### src/rtl/memory_arbiter_if.sv
// Bundle of the icache, dcache and RAM-side signals around the memory arbiter.
// The arbiter connects through the slave modport. The environment, meaning the
// caches plus the RAM, connects through the master modport. Passive observers
// use the monitor modport.
interface memory_arbiter_if;
   // icache side
   logic        iREN;
   logic [31:0] iaddr;
   logic [31:0] iload;
   logic        iwait;
   // dcache side
   logic        dREN;
   logic        dWEN;
   logic [31:0] daddr;
   logic [31:0] dstore;
   logic [31:0] dload;
   logic        dwait;
   // RAM side
   logic        ramREN;
   logic        ramWEN;
   logic [31:0] ramaddr;
   logic [31:0] ramstore;
   logic [31:0] ramload;
   logic        ram_ready;

   modport slave (
      input  iREN, iaddr, dREN, dWEN, daddr, dstore, ramload, ram_ready,
      output iload, iwait, dload, dwait, ramREN, ramWEN, ramaddr, ramstore
   );

   modport master (
      output iREN, iaddr, dREN, dWEN, daddr, dstore, ramload, ram_ready,
      input  iload, iwait, dload, dwait, ramREN, ramWEN, ramaddr, ramstore
   );

   modport monitor (
      input iREN, dREN, dWEN, iwait, dwait, ramREN, ramWEN
   );
endinterface

### src/rtl/memory_arbiter.sv
// Memory arbiter. It merges icache and dcache word requests onto one RAM port.
// Every word takes one arbitration cycle in IDLE, followed by the RAM latency
// in DATA or INSTR.
//
// The dcache has priority. A saturating streak counter tracks consecutive data
// completions that occur while an instruction fetch is pending. Once the
// counter saturates, the next grant goes to the icache.
//
// Outputs are decoded combinationally from the registered state and the
// current inputs. This lets a wait signal drop in the same cycle that the RAM
// reports ready.
module memory_arbiter #(
   parameter int MAX_D_STREAK = 4
) (
   input  logic              CLK,
   input  logic              RST,
   memory_arbiter_if.slave   bus
);

   localparam int SW = $clog2(MAX_D_STREAK + 1);
   localparam logic [SW-1:0] STREAK_MAX  = SW'(MAX_D_STREAK);
   localparam logic [SW-1:0] STREAK_ZERO = {SW{1'b0}};
   localparam logic [SW-1:0] STREAK_ONE  = SW'(1'b1);

   typedef enum logic [1:0] {
      IDLE  = 2'd0,
      DATA  = 2'd1,
      INSTR = 2'd2
   } state_t;

   state_t        state_r;
   logic [SW-1:0] streak_r;

   logic data_req_s;
   logic streak_full_s;

   // Saturating increment of the data streak counter
   function automatic logic [SW-1:0] streak_inc(input logic [SW-1:0] value);
      if (value >= STREAK_MAX) begin
         return STREAK_MAX;
      end else begin
         return value + STREAK_ONE;
      end
   endfunction

   assign data_req_s    = bus.dREN | bus.dWEN;
   assign streak_full_s = (streak_r == STREAK_MAX);

   // Grant FSM and starvation counter.
   // A withdrawn request aborts the access and leaves the streak unchanged.
   always_ff @(posedge CLK) begin
      if (RST) begin
         state_r  <= IDLE;
         streak_r <= STREAK_ZERO;
      end else begin
         case (state_r)
            IDLE: begin
               if (data_req_s && !(bus.iREN && streak_full_s)) begin
                  state_r <= DATA;
               end else if (bus.iREN) begin
                  state_r <= INSTR;
               end else begin
                  state_r <= IDLE;
               end
            end
            DATA: begin
               if (!data_req_s) begin
                  state_r <= IDLE;
               end else if (bus.ram_ready) begin
                  state_r  <= IDLE;
                  streak_r <= bus.iREN ? streak_inc(streak_r) : STREAK_ZERO;
               end else begin
                  state_r <= DATA;
               end
            end
            INSTR: begin
               if (!bus.iREN) begin
                  state_r <= IDLE;
               end else if (bus.ram_ready) begin
                  state_r  <= IDLE;
                  streak_r <= STREAK_ZERO;
               end else begin
                  state_r <= INSTR;
               end
            end
            default: begin
               state_r  <= IDLE;
               streak_r <= STREAK_ZERO;
            end
         endcase
      end
   end

   // RAM strobes, address/data routing and wait/load decode for the granted requester
   always_comb begin
      bus.ramREN   = 1'b0;
      bus.ramWEN   = 1'b0;
      bus.ramaddr  = 32'h0000_0000;
      bus.ramstore = 32'h0000_0000;
      bus.iload    = 32'h0000_0000;
      bus.dload    = 32'h0000_0000;
      bus.iwait    = 1'b1;
      bus.dwait    = 1'b1;
      case (state_r)
         IDLE: begin
            bus.ramREN = 1'b0;
         end
         DATA: begin
            bus.ramaddr  = bus.daddr;
            bus.ramstore = bus.dstore;
            bus.dload    = bus.ramload;
            if (data_req_s) begin
               bus.ramWEN = bus.dWEN;
               bus.ramREN = bus.dREN & ~bus.dWEN;
               bus.dwait  = ~bus.ram_ready;
            end else begin
               bus.ramWEN = 1'b0;
               bus.ramREN = 1'b0;
               bus.dwait  = 1'b1;
            end
         end
         INSTR: begin
            bus.ramaddr = bus.iaddr;
            bus.iload   = bus.ramload;
            if (bus.iREN) begin
               bus.ramREN = 1'b1;
               bus.iwait  = ~bus.ram_ready;
            end else begin
               bus.ramREN = 1'b0;
               bus.iwait  = 1'b1;
            end
         end
         default: begin
            bus.ramREN = 1'b0;
         end
      endcase
   end

endmodule


### src/flat_wrapper.sv
// flat-port wrapper written by rule: the top's interface ports become plain ports
module memory_arbiter_flat 
#(
   parameter int MAX_D_STREAK = 4
)
  (CLK, RST, bus_iREN, bus_iaddr, bus_dREN, bus_dWEN, bus_daddr, bus_dstore, bus_ramload, bus_ram_ready, bus_iload, bus_iwait, bus_dload, bus_dwait, bus_ramREN, bus_ramWEN, bus_ramaddr, bus_ramstore);
  memory_arbiter_if bus_i ();
  input  logic CLK;
  input  logic RST;
  input wire logic [$bits(bus_i.iREN)-1:0] bus_iREN;
  input wire logic [$bits(bus_i.iaddr)-1:0] bus_iaddr;
  input wire logic [$bits(bus_i.dREN)-1:0] bus_dREN;
  input wire logic [$bits(bus_i.dWEN)-1:0] bus_dWEN;
  input wire logic [$bits(bus_i.daddr)-1:0] bus_daddr;
  input wire logic [$bits(bus_i.dstore)-1:0] bus_dstore;
  input wire logic [$bits(bus_i.ramload)-1:0] bus_ramload;
  input wire logic [$bits(bus_i.ram_ready)-1:0] bus_ram_ready;
  output wire logic [$bits(bus_i.iload)-1:0] bus_iload;
  output wire logic [$bits(bus_i.iwait)-1:0] bus_iwait;
  output wire logic [$bits(bus_i.dload)-1:0] bus_dload;
  output wire logic [$bits(bus_i.dwait)-1:0] bus_dwait;
  output wire logic [$bits(bus_i.ramREN)-1:0] bus_ramREN;
  output wire logic [$bits(bus_i.ramWEN)-1:0] bus_ramWEN;
  output wire logic [$bits(bus_i.ramaddr)-1:0] bus_ramaddr;
  output wire logic [$bits(bus_i.ramstore)-1:0] bus_ramstore;
  assign bus_i.iREN = bus_iREN;
  assign bus_i.iaddr = bus_iaddr;
  assign bus_i.dREN = bus_dREN;
  assign bus_i.dWEN = bus_dWEN;
  assign bus_i.daddr = bus_daddr;
  assign bus_i.dstore = bus_dstore;
  assign bus_i.ramload = bus_ramload;
  assign bus_i.ram_ready = bus_ram_ready;
  assign bus_iload = bus_i.iload;
  assign bus_iwait = bus_i.iwait;
  assign bus_dload = bus_i.dload;
  assign bus_dwait = bus_i.dwait;
  assign bus_ramREN = bus_i.ramREN;
  assign bus_ramWEN = bus_i.ramWEN;
  assign bus_ramaddr = bus_i.ramaddr;
  assign bus_ramstore = bus_i.ramstore;
  memory_arbiter #(.MAX_D_STREAK(MAX_D_STREAK)) u_core (.CLK(CLK), .RST(RST), .bus(bus_i));
endmodule
### config.mk
export PLATFORM = sky130hd
export DESIGN_NAME = memory_arbiter_flat
export DESIGN_NICKNAME = d
export VERILOG_FILES = /design/src/rtl/memory_arbiter_if.sv /design/src/rtl/memory_arbiter.sv /design/src/flat_wrapper.sv
export SDC_FILE = /design/constraint.sdc
export NUM_CORES = 1
export LEC_CHECK = 0
export BUFFER_PORTS_ARGS = -buffer_cell sky130_fd_sc_hd__buf_2
export CAP_MARGIN = 20
export CORE_AREA = 4 4 101 103
export DETAILED_ROUTE_END_ITERATION = 10
export DIE_AREA = 0 0 105 107
export GPL_TIMING_DRIVEN = 0
export PLACE_DENSITY = 0.54
export SLEW_MARGIN = 25
export SYNTH_ARGS = -nofsm -noshare
export SYNTH_HDL_FRONTEND = slang
export SYNTH_SLANG_ARGS = --single-unit
### constraint.sdc
create_clock -name CLK -period 2.4 [get_ports CLK]
set_input_delay 0.24 -clock CLK [delete_from_list [all_inputs] [get_ports CLK]]
set_output_delay 0.24 -clock CLK [all_outputs]
set_load 0.01 [all_outputs]
Word-level counts from Yosys, hierarchy flattened
Cells that the tools add are included.
- add/subtract/negate cells: 1
- order comparisons: 1
- eq/ne operators: 7
- multiplexer cells: 27
- bitwise operators: 5
- reduce and logical (&&, ||, !) cells: 5
- operators by type and width (cell ; number):
    2-to-1 mux 32 bit ; 3
    one-hot mux 32 bit (2 select lines) ; 1
    2-to-1 mux 3 bit ; 6
    2-to-1 mux 2 bit ; 5
    2-to-1 mux 1 bit ; 9
    one-hot mux 3 bit (3 select lines) ; 1
    inequality test 2 bit (second input constant) ; 3
    one-hot mux 2 bit (3 select lines) ; 1
    AND reduction 5 bit ; 1
    adder 3 x 1 -> 3 bit (second input constant) ; 1
    == test 3 bit (second input constant) ; 1
    greater-or-equal comparator 3 bit (second input constant) ; 1
    inverter 1 bit ; 3
    == test 2 x 1 -> 1 bit (second input constant) ; 1
    == test 2 bit (second input constant) ; 1
    logical AND 1 bit ; 2
    logical NOT 2 bit ; 1
    inequality test 2 x 1 -> 1 bit (second input constant) ; 1
    one-hot mux 1 bit (2 select lines) ; 1
    AND 1 bit ; 1
    logical NOT 1 bit ; 1
    OR 1 bit ; 1
- bits in registers: 5
- input port bits: 134
- output and inout port bits: 132
- word-level logic and storage cells: 48

Depth between registers and ports, before layout
- depth after elaboration: 6
- gate-level depth with buffers: 7

Least setup slack after synthesis
Ideal clock, no wire load.
- kind: reg-to-output
- start: register u_core.state_r[1]
- end: output bus_ramaddr[0]
- data arrival time: 1.259 ns
- required time: 2.160 ns
- path slack: 0.901 ns
- stages on the path, launching flop included: 7
- buffers on the path: 2
- cell sequence: dfxtp_1 -> inv_1 -> ha_1 -> buf_4 -> clkbuf_1 -> a22oi_1 -> nor2b_1
- word-level cells in the longest chain between the ends: 2
- elaborated cells between the ends (all ways): 3
- ends and longest elaborated chain (item ; RTL line ; text):
    from (decl) ; memory_arbiter.sv:31 ; state_t state_r;
    from (signal assigned) ; memory_arbiter.sv:53 ; state_r <= IDLE;
    from (signal assigned) ; memory_arbiter.sv:59 ; state_r <= DATA;
    from (signal assigned) ; memory_arbiter.sv:61 ; state_r <= INSTR;
    == test 2 bit or == test 2 x 1 -> 1 bit (tied branches) ; memory_arbiter.sv:104 ; case (state_r)
    one-hot mux 32 bit (2 select lines) (*) ; memory_arbiter.sv:104 ;
    to (decl) ; flat_wrapper.sv:24 ; output wire logic [$bits(bus_i.ramaddr)-1:0] bus_ramaddr;
Mark *: on every way between the ends. The rest lies on a longest branch, timed or not.

Final worst setup path
- start: register u_core.state_r[1]
- end: output bus_ramaddr[11]
The elaborated chain is that of the path after synthesis.

==> flow_summary.json <==
{
  "seq_power_share_pct": 12.2,
  "ctsResizeCount": 0,
  "grt_max_degree": 11,
  "hpwl_um": 7880,
  "start_util_pct": 16.5,
  "status": "completed",
  "cts_hold_buf": 0,
  "crit_slowest_cell": "clkbuf_1",
  "multi_input_area_um2": 1310,
  "r2r-start": "u_core.state_r[1]",
  "path_max_fanout": 10,
  "diodes": 0,
  "r2r_slack_ns": 0.84,
  "clkSinkCount": 5,
  "antenna_left": 0,
  "worst_pin_slew_ns": 0.459,
  "fin_crit_ns": 2.14,
  "via_count": 2541,
  "design.core.area_um2": 9200,
  "antenna_found_initial": 0,
  "timing.hold.worst.start": "RST",
  "hold_viol_final": 0,
  "slew_violations": 0,
  "drive_gt1_share_pct": 55.4,
  "cp_top_family": "buffers and inverters",
  "p_int_mw": 0.437,
  "setup_viol_count_final": 0,
  "cts_buffer_depth": 2,
  "setup.worst_path.start_class": "flop",
  "place_area_um2": 2990,
  "place_congestion": 0.818,
  "ys_ff_latch": 5,
  "finalCritPeriodShare_pct": 89.2,
  "rows": 35,
  "root_buffer": "clkbuf_8",
  "cp.arrival_ns": 1.90,
  "fin_ws_ns": 0.258,
  "regArea_um2": 100,
  "slew_headroom_pct": 69.4,
  "sw_frac_of_total_pct": 40.0,
  "crit_chain": "inv_1 -> ha_1 -> buf_4 -> clkbuf_1 -> a22oi_1 -> nor2b_1 -> buf_2",
  "synth_common_cells": "and2_1 (97), nor2b_1 (33), a22oi_1 (32)",
  "rsz0062_at_grt": "false",
  "worst-r2r-cell-count": 6,
  "place.port_buffers": 265,
  "die_h_um": 107,
  "ys_async_sr_fraction_pct": 0,
  "synth_area_um2": 1520,
  "finalInstanceArea_um2": 3030,
  "cp-end-kind": "primary output",
  "hold_class": "in -> reg",
  "fin_tns_setup_ns": 0,
  "numCtsBuffers": 3,
  "synth_cell_types": 28,
  "via_per_inst": 4.19,
  "htreeDepth": 1,
  "ir_drop_mv": 0.159,
  "p_leak_nw": 1.80,
  "stdcell_count": 606,
  "io_pins": 266,
  "slowest_delay_ns": 0.39,
  "clkPwrFrac_pct": 21.9,
  "combPwrFrac_pct": 65.9,
  "rr_endpoint": "u_core.streak_r[1]",
  "wire_per_inst_um": 14.7,
  "yosysMostFrequentCell": "and2_1",
  "routed_wl_um": 8910,
  "die_w_um": 105,
  "path_class": "reg -> out",
  "skew_ns": 0.00243,
  "syn-num-nets": 366,
  "fill_cells": 1027,
  "die-area_um2": 11200,
  "cts_tree": "built",
  "synth_edf_count": 0,
  "synth.avg_cell_area_um2": 6.73,
  "hold_depth": 2,
  "switchingPower_mw": 0.291,
  "max_freq_mhz": 467,
  "syn_inst": 226,
  "track_usage_pct": 14.3,
  "place_ws_ns": 0.523,
  "dr.first_iter.drc_count": 159,
  "synth_warnings": 0,
  "synth_area_leader_cell": "and2_1",
  "synth_top_area_share_pct": 39.9,
  "holdPathEnd": "u_core.state_r[0]",
  "clk_latency_ns": 0.22,
  "cts_setup_buffers": 0,
  "ys.flop_type": "dfxtp_1",
  "area_delta_synth_final_pct": 99.3,
  "synthTopCellsByArea": "and2_1 (40%), a22oi_1 (16%), nor2b_1 (14%)",
  "required_ns": 2.16,
  "worst-path-buf-inv": 4,
  "drt_first_pass_iters": 4,
  "max-cap-violations": 0,
  "ys_seq_area_share_pct": 6.58,
  "first_global_vias": 2568,
  "p_per_area_nw_per_um2": 240,
  "cts.reportedPaths.clkPinSlew_ns": 0.04,
  "drc_errors": 0,
  "overflow": 0,
  "final_core_util_pct": 33.0,
  "placed_cells": 602,
  "grt_pass1_wl_um": 13200,
  "fin_nets": 636
}
## placed cells by master, fill, tap and decap left out
master and n:
dfxtp_1 5, nor4_1 1, a2bb2oi_1 1, a21boi_0 1, nor2_1 1, or4_1 1, ha_1 6, a221oi_1 1
a21oi_1 1, buf_2 268, o2bb2ai_1 1, buf_4 1, mux2i_1 2, nor4b_1 1, nand3_1 2, and2_1 97
clkbuf_8 3, nand2b_1 3, nand2_1 3, or2_2 1, inv_1 6, a221o_1 1, o21ai_1 1, nand3b_1 1
a22oi_1 32, clkbuf_1 19, a221oi_2 1, nor2b_1 33, or4b_1 1
## layout make-up
| type | count | share of cell area [%] |
|---|---|---|
| timing repair buffer | 265 | 43.8 |
| multi-input combinational | 193 | 43.1 |
| tap | 111 | 4.58 |
| sequential | 5 | 3.30 |
| buffer | 22 | 2.97 |
| clock buffer | 4 | 1.49 |
| inverter | 6 | 0.743 |
## logic make-up (layout without fill, tap and decap cells)
family / count (synthesis) / in the layout / synth area share [%]
AND/OR/NAND/NOR: 145 / 145 / 59.4
adder cells (fa/ha/maj): 6 / 6 / 4.94
AO/OA/AOI/OAI: 40 / 40 / 20.3
multiplexers: 2 / 2 / 1.32
buffers and inverters: 28 / 297 / 7.41
flip-flops: 5 / 5 / 6.58
## per-stage QoR
stage	total power [mW]	hold slack (ns)
final	0.728	0.275
after global routing	0.791	0.287
after CTS	0.743	0.272
after detailed placement	0.575	0.495
after global placement	0.566	0.483
after floorplan	0.319	0.319
## flip-flops by register name (all words and copies together) (netlist names)
name	cells
u_core.state_r	2
u_core.streak_r	3
## worst reg2reg max path, stage by stage, from the launching register on
cell and delay, ns:
dfxtp_1 0.32, inv_1 0.08, ha_1 0.17, buf_4 0.20, nand2_1 0.10, or4b_1 0.48, mux2i_1 0.14
## power groups by stage
stage | combinational, mW | sequential (mW) | clock [mW]
after global placement | 0.477 | 0.0896 | 0
after floorplan | 0.230 | 0.0892 | 0
after detailed placement | 0.485 | 0.0897 | 0
after CTS | 0.487 | 0.0884 | 0.167
after global routing | 0.533 | 0.0889 | 0.170
final | 0.480 | 0.0885 | 0.160
## worst max path at each step
| stage | startpoint | slack, ns | depth (start not counted) | endpoint |
|---|---|---|---|---|
| global route | u_core.state_r[1] | 0.15 | 7 | bus_ramaddr[11] |
| detailed placement | u_core.state_r[1] | 0.52 | 7 | bus_ramaddr[11] |
| CTS | u_core.state_r[1] | 0.27 | 7 | bus_ramaddr[11] |
| finish | u_core.state_r[1] | 0.26 | 7 | bus_ramaddr[11] |
| global placement | u_core.state_r[1] | 0.54 | 7 | bus_ramaddr[11] |
| floorplan | u_core.state_r[1] | 0.90 | 6 | bus_ramaddr[0] |
## metal layers
layer	part of all wire, %	up-vias	global-route usage, %	routed length, um
met5	0	-	0	0
met4	0.54	0	2.44	48
met3	7.1	5	2.53	633
met2	54	125	27.5	4820
met1	38	1124	16.6	3410
li1	-	1287	-	-
Note: power is estimated with default switching activity, not from simulation.
